### config.mk
export PLATFORM = sky130hd
export DESIGN_NAME = instruction_prefetcher
export DESIGN_NICKNAME = d
export VERILOG_FILES = /design/src/rtl/instruction_prefetcher.sv
export SDC_FILE = /design/constraint.sdc
export NUM_CORES = 1
export LEC_CHECK = 0
export BUFFER_PORTS_ARGS = -buffer_cell sky130_fd_sc_hd__buf_2
export CORE_MARGIN = 10
export CORE_UTILIZATION = 57
export CTS_BUF_LIST = sky130_fd_sc_hd__clkbuf_4
export CTS_CLUSTER_DIAMETER = 120
export DETAILED_ROUTE_END_ITERATION = 6
export PLACE_DENSITY = 0.81
export SETUP_SLACK_MARGIN = 0.05
export SYNTH_ARGS = -nofsm -noshare
export SYNTH_HDL_FRONTEND = slang
export SYNTH_SLANG_ARGS = --single-unit
### constraint.sdc
create_clock -name clk -period 4.6 [get_ports clk]
set_input_delay 0.92 -clock clk [delete_from_list [all_inputs] [get_ports clk]]
set_output_delay 0.92 -clock clk [all_outputs]
set_load 0.005 [all_outputs]
### src/rtl/instruction_prefetcher.sv
// Instruction prefetcher: fetches 16-bit words at CS:IP and splits them into bytes.
// The bytes go into a small FIFO that the decode stage pops one at a time.
module instruction_prefetcher #(
    parameter int          FIFO_DEPTH = 6,
    parameter logic [15:0] RESET_CS   = 16'hFFFF,
    parameter logic [15:0] RESET_IP   = 16'h0000
) (
    input  logic        clk,
    input  logic        reset,
    input  logic        load_new_ip,
    input  logic [15:0] new_cs,
    input  logic [15:0] new_ip,
    output logic        mem_access,
    input  logic        mem_ack,
    output logic [18:0] mem_address,
    input  logic [15:0] mem_data,
    input  logic        fifo_rd_en,
    output logic [7:0]  fifo_rd_data,
    output logic        fifo_empty
);

    localparam int PW = (FIFO_DEPTH > 2) ? $clog2(FIFO_DEPTH) : 1;
    localparam int CW = $clog2(FIFO_DEPTH + 1);

    typedef enum logic [1:0] {
        S_IDLE,
        S_FETCH,
        S_DISCARD
    } state_t;

    state_t          state_q, state_d;
    logic [15:0]     cs_q, cs_d;
    logic [15:0]     ip_q, ip_d;
    logic [18:0]     addr_q, addr_d;
    logic [CW-1:0]   count_q, count_d;
    logic [PW-1:0]   rd_ptr_q, rd_ptr_d;
    logic [PW-1:0]   wr_ptr_q, wr_ptr_d;
    logic [7:0]      fifo_mem [FIFO_DEPTH];
    logic [1:0]      push_n;
    logic            pop;
    logic [19:0]     phys;

    function automatic logic [PW-1:0] ptr_add(input logic [PW-1:0] p, input logic [1:0] n);
        logic [PW+1:0] s;
        s = {2'b00, p} + {{PW{1'b0}}, n};
        if (s >= (PW+2)'(FIFO_DEPTH))
            s = s - (PW+2)'(FIFO_DEPTH);
        return s[PW-1:0];
    endfunction

    assign phys = {cs_q, 4'b0000} + {4'b0000, ip_q};

    always_comb begin
        state_d  = state_q;
        cs_d     = cs_q;
        ip_d     = ip_q;
        addr_d   = addr_q;
        push_n   = 2'd0;
        pop      = fifo_rd_en && (count_q != '0);

        case (state_q)
            S_IDLE: begin
                if (!load_new_ip && (count_q <= CW'(FIFO_DEPTH - 2))) begin
                    state_d = S_FETCH;
                    addr_d  = phys[19:1];
                end
            end
            S_FETCH: begin
                if (load_new_ip) begin
                    state_d = mem_ack ? S_IDLE : S_DISCARD;
                end else if (mem_ack) begin
                    state_d = S_IDLE;
                    // An odd IP only wants the high byte of the word.
                    if (phys[0]) begin
                        push_n = 2'd1;
                        ip_d   = ip_q + 16'd1;
                    end else begin
                        push_n = 2'd2;
                        ip_d   = ip_q + 16'd2;
                    end
                end
            end
            S_DISCARD: begin
                if (mem_ack)
                    state_d = S_IDLE;
            end
            default: state_d = S_IDLE;
        endcase

        if (load_new_ip) begin
            cs_d     = new_cs;
            ip_d     = new_ip;
            push_n   = 2'd0;
            pop      = 1'b0;
            count_d  = '0;
            rd_ptr_d = '0;
            wr_ptr_d = '0;
        end else begin
            count_d  = count_q + CW'(push_n) - CW'(pop);
            rd_ptr_d = ptr_add(rd_ptr_q, {1'b0, pop});
            wr_ptr_d = ptr_add(wr_ptr_q, push_n);
        end
    end

    always_ff @(posedge clk or negedge reset) begin
        if (!reset) begin
            state_q  <= S_IDLE;
            cs_q     <= RESET_CS;
            ip_q     <= RESET_IP;
            addr_q   <= '0;
            count_q  <= '0;
            rd_ptr_q <= '0;
            wr_ptr_q <= '0;
        end else begin
            state_q  <= state_d;
            cs_q     <= cs_d;
            ip_q     <= ip_d;
            addr_q   <= addr_d;
            count_q  <= count_d;
            rd_ptr_q <= rd_ptr_d;
            wr_ptr_q <= wr_ptr_d;
        end
    end

    always_ff @(posedge clk) begin
        if (push_n == 2'd2) begin
            fifo_mem[wr_ptr_q]                <= mem_data[7:0];
            fifo_mem[ptr_add(wr_ptr_q, 2'd1)] <= mem_data[15:8];
        end else if (push_n == 2'd1) begin
            fifo_mem[wr_ptr_q] <= mem_data[15:8];
        end
    end

    assign mem_access   = (state_q != S_IDLE);
    assign mem_address  = addr_q;
    assign fifo_empty   = (count_q == '0);
    assign fifo_rd_data = fifo_empty ? 8'h00 : fifo_mem[rd_ptr_q];

endmodule
==> flow_metrics.py <==
metrics = {
    "setup_path": {
        "cp_num_buf_inv": 1,
        "crit_arrival_ps": 2500,
        "r2r.worst_path.cells": 6,
        "r2r_end": "fifo_mem[0][6]",
        "critical_path_class": "register to primary output",
        "cp_num_cells": 4,
        "cp.required_ps": 3680,
        "critical_path.startpoint": "rd_ptr_q[0]",
        "worstSetupStartpointType": "register",
        "cp_cell_sequence": "mux4_2 -> nor2_1 -> a211oi_1 -> buf_2",
        "critPathMaxStageDelay_ps": 1050,
        "r2r_slack_ps": 1870,
        "slowest_stage": "dfrtp_1",
        "r2r-start": "wr_ptr_q[0]",
        "crit_family": "flip-flops",
        "endpoint": "fifo_rd_data[3]",
        "cp-end-kind": "primary output",
        "critPathMaxFanout": 17,
    },
    "clocking": {
        "cts_tree": "built",
        "cts_buffers": 9,
        "cts.repair.resized": 0,
        "cts_sinks": 110,
        "clockBufferDepth": 2,
        "htree_levels": 3,
        "cts_root_buffer": "clkbuf_4",
        "clk_latency_ps": 460,
        "cts.clk_slew.worst_paths_ps": 160,
        "cts_setup_buffers": 0,
        "postCtsHoldBufs": 0,
    },
    "placement": {
        "dp_hpwl_mm": 10.8,
        "post_dp_cell_area_um2": 6820,
        "gp_congestion": 0.864,
        "io_buffers": 81,
    },
    "sta": {
        "holdWs_ps": 445,
        "min_period_ps": 3420,
        "slew_headroom_pct": 32.3,
        "hold_viol": 0,
        "rsz0062_at_grt": "false",
        "period_share_pct": 74.3,
        "slew_viol_final": 0,
        "worst_pin_slew_ps": 1020,
        "max_freq_ghz": 0.292,
        "setup_viol": 0,
        "fin_skew_ps": 13.0,
        "tns_ps": 0,
    },
    "synth": {
        "muxShareOfSynthArea_pct": 16.8,
        "avgSynthCellArea_um2": 11.7,
        "synth_compound_area_share_pct": 10.5,
        "synth_nets": 622,
        "synthArstFlopShare_pct": 56.4,
        "ys_seq_area_share_pct": 47.7,
        "synthFlopType": "edfxtp_1",
        "synth_warnings": 0,
        "synth_cell_types": 65,
        "synthXorXnorAreaFrac_pct": 3.47,
        "synth_edf_count": 48,
        "synth_top_family_by_area": "multiplexers",
        "synth_cells": 542,
        "ys_ff_latch": 110,
        "synthSimpleGateAreaFrac_pct": 13.1,
        "synth_adder_area_share_pct": 5.70,
        "netlist_area_um2": 6320,
    },
    "power": {
        "vdd_drop_max_uv": 223,
        "pwr-share-clk_pct": 16.3,
        "p_sw_mw": 0.943,
        "seqPwrFrac_pct": 49.4,
        "leakagePower_nw": 2.93,
        "internal_power_mw": 1.74,
        "combPwrFrac_pct": 34.2,
        "powerDensity_nw_per_um2": 387,
        "swShare_pct": 35.1,
    },
    "route": {
        "vias_per_cell": 5.91,
        "drt_first_pass_iters": 4,
        "ant_nets": 0,
        "drc": 0,
        "wl_per_cell_um": 19.0,
        "first_iter_violations": 329,
        "drt-total-wl_mm": 14.5,
        "vias": 4498,
    },
    "global_route": {
        "grt_pass1_wl_mm": 23.9,
        "first_global_vias": 4702,
        "grt_use_total_pct": 18.4,
        "antenna_found_initial": 0,
        "grt-ovfl-total": 0,
        "grt_max_degree": 50,
    },
    "layout": {
        "final_common_cell": "buf_2",
        "design_area_um2": 6940,
        "layout.nets": 696,
        "diodes": 0,
        "synthToLayoutAreaGrowth_pct": 9.82,
        "fillers": 836,
        "most-common-layout-cells": "buf_2, nand2_1, mux2_2",
        "drive_gt1_share_pct": 33.7,
    },
    "flow_run": {
        "cap_violations": 0,
    },
    "floorplanning": {
        "start_util_pct": 58.3,
        "core_area_um2": 10800,
        "dieArea_um2": 15700,
        "rows": 38,
        "die_height_um": 125,
        "fp.dieW_um": 125,
        "pin_count": 82,
    },
    "outcome": {
        "status": "complete, no violations",
    },
    "hold_path": {
        "min_path_type": "input pin to async pin",
    },
}
[power by group through the flow]
| stage | Combinational (mW) | Clock (mW) | Sequential (mW) |
|---|---|---|---|
| CTS | 0.931 | 0.448 | 1.33 |
| global route | 1.02 | 0.490 | 1.35 |
| global placement | 0.884 | 0 | 1.34 |
| detailed placement | 0.927 | 0 | 1.35 |
| finish | 0.919 | 0.439 | 1.33 |
| floorplan | 0.631 | 0 | 1.29 |
[synthesized netlist by cell type, drive strengths merged, types with 9 or more instances]
master	count	area, um^2
inv	17	63.8
nor3	12	60.1
dfstp	16	420
mux2i	12	120
nand2	63	244
edfxtp	48	1440
mux2	65	762
nand3	12	60.1
ha	24	300
a21oi	14	92.6
nor2	30	139
o21ai	31	159
xnor2	12	105
xor2	13	114
a211oi	13	110
clkbuf	11	41.3
buf	11	66.3
a21o	9	67.6
dfrtp	46	1150
[state kept, by name, summed over array words and instances, names as in the netlist]
signal and count:
count_q 3, cs_q 16, fifo_mem 48, ip_q 16
mem_address 19, rd_ptr_q 3, state_q 2, wr_ptr_q 3
[layout make-up]
| cell class | count | area (um^2) | share of cell area [%] |
|---|---|---|---|
| clock inverters | 7 | 50.0 | 0.721 |
| multi-input cells | 393 | 3130 | 45.2 |
| clock buffers | 9 | 67.6 | 0.974 |
| inverters | 17 | 63.8 | 0.920 |
| flip-flops and latches | 110 | 3010 | 43.4 |
| repair buffers | 85 | 435 | 6.28 |
| well taps | 140 | 175 | 2.52 |
[worst min path at each step]
stage / startpoint / endpoint / slack (ps) / depth (start not counted)
2_1_floorplan: mem_address[3] / mem_address[3] / 470 / 2
3_3_place_gp: mem_address[1] / mem_address[1] / 460 / 2
3_5_place_dp: mem_address[2] / mem_address[2] / 460 / 2
4_1_cts: reset / state_q[1] / 450 / 1
5_1_grt: reset / mem_address[3] / 440 / 1
6_report: reset / mem_address[3] / 450 / 1
[stage by stage]
| step | utilization, % | total power [mW] | worst slack, ps | cells |
|---|---|---|---|---|
| after floorplan | - | 1.92 | 1630 | 542 |
| after global placement | 62.9 | 2.22 | 1270 | 745 |
| after detailed placement | 62.9 | 2.28 | 1030 | 745 |
| after CTS | 64.0 | 2.71 | 1140 | 761 |
| after global routing | 64.0 | 2.86 | 1000 | 761 |
| final | 64.0 | 2.68 | 1180 | 761 |
[cell families (layout without fill, tap and decap cells)]
family,Yosys count,in the layout
AO/OA/AOI/OAI,95,95
XOR/XNOR,25,25
adder cells (fa/ha/maj),27,27
buffers and inverters,39,118
flip-flops,110,110
multiplexers,85,85
AND/OR/NAND/NOR,161,161
[routing by layer]
layer | vias to the layer above | wire [um] | track usage (%)
li1 | 2136 | - | -
met1 | 2237 | 6350 | 24.2
met2 | 112 | 7190 | 30.2
met3 | 13 | 756 | 3.97
met4 | 0 | 167 | 4.61
met5 | - | 0 | 0
(Power assumes the default switching activity.)
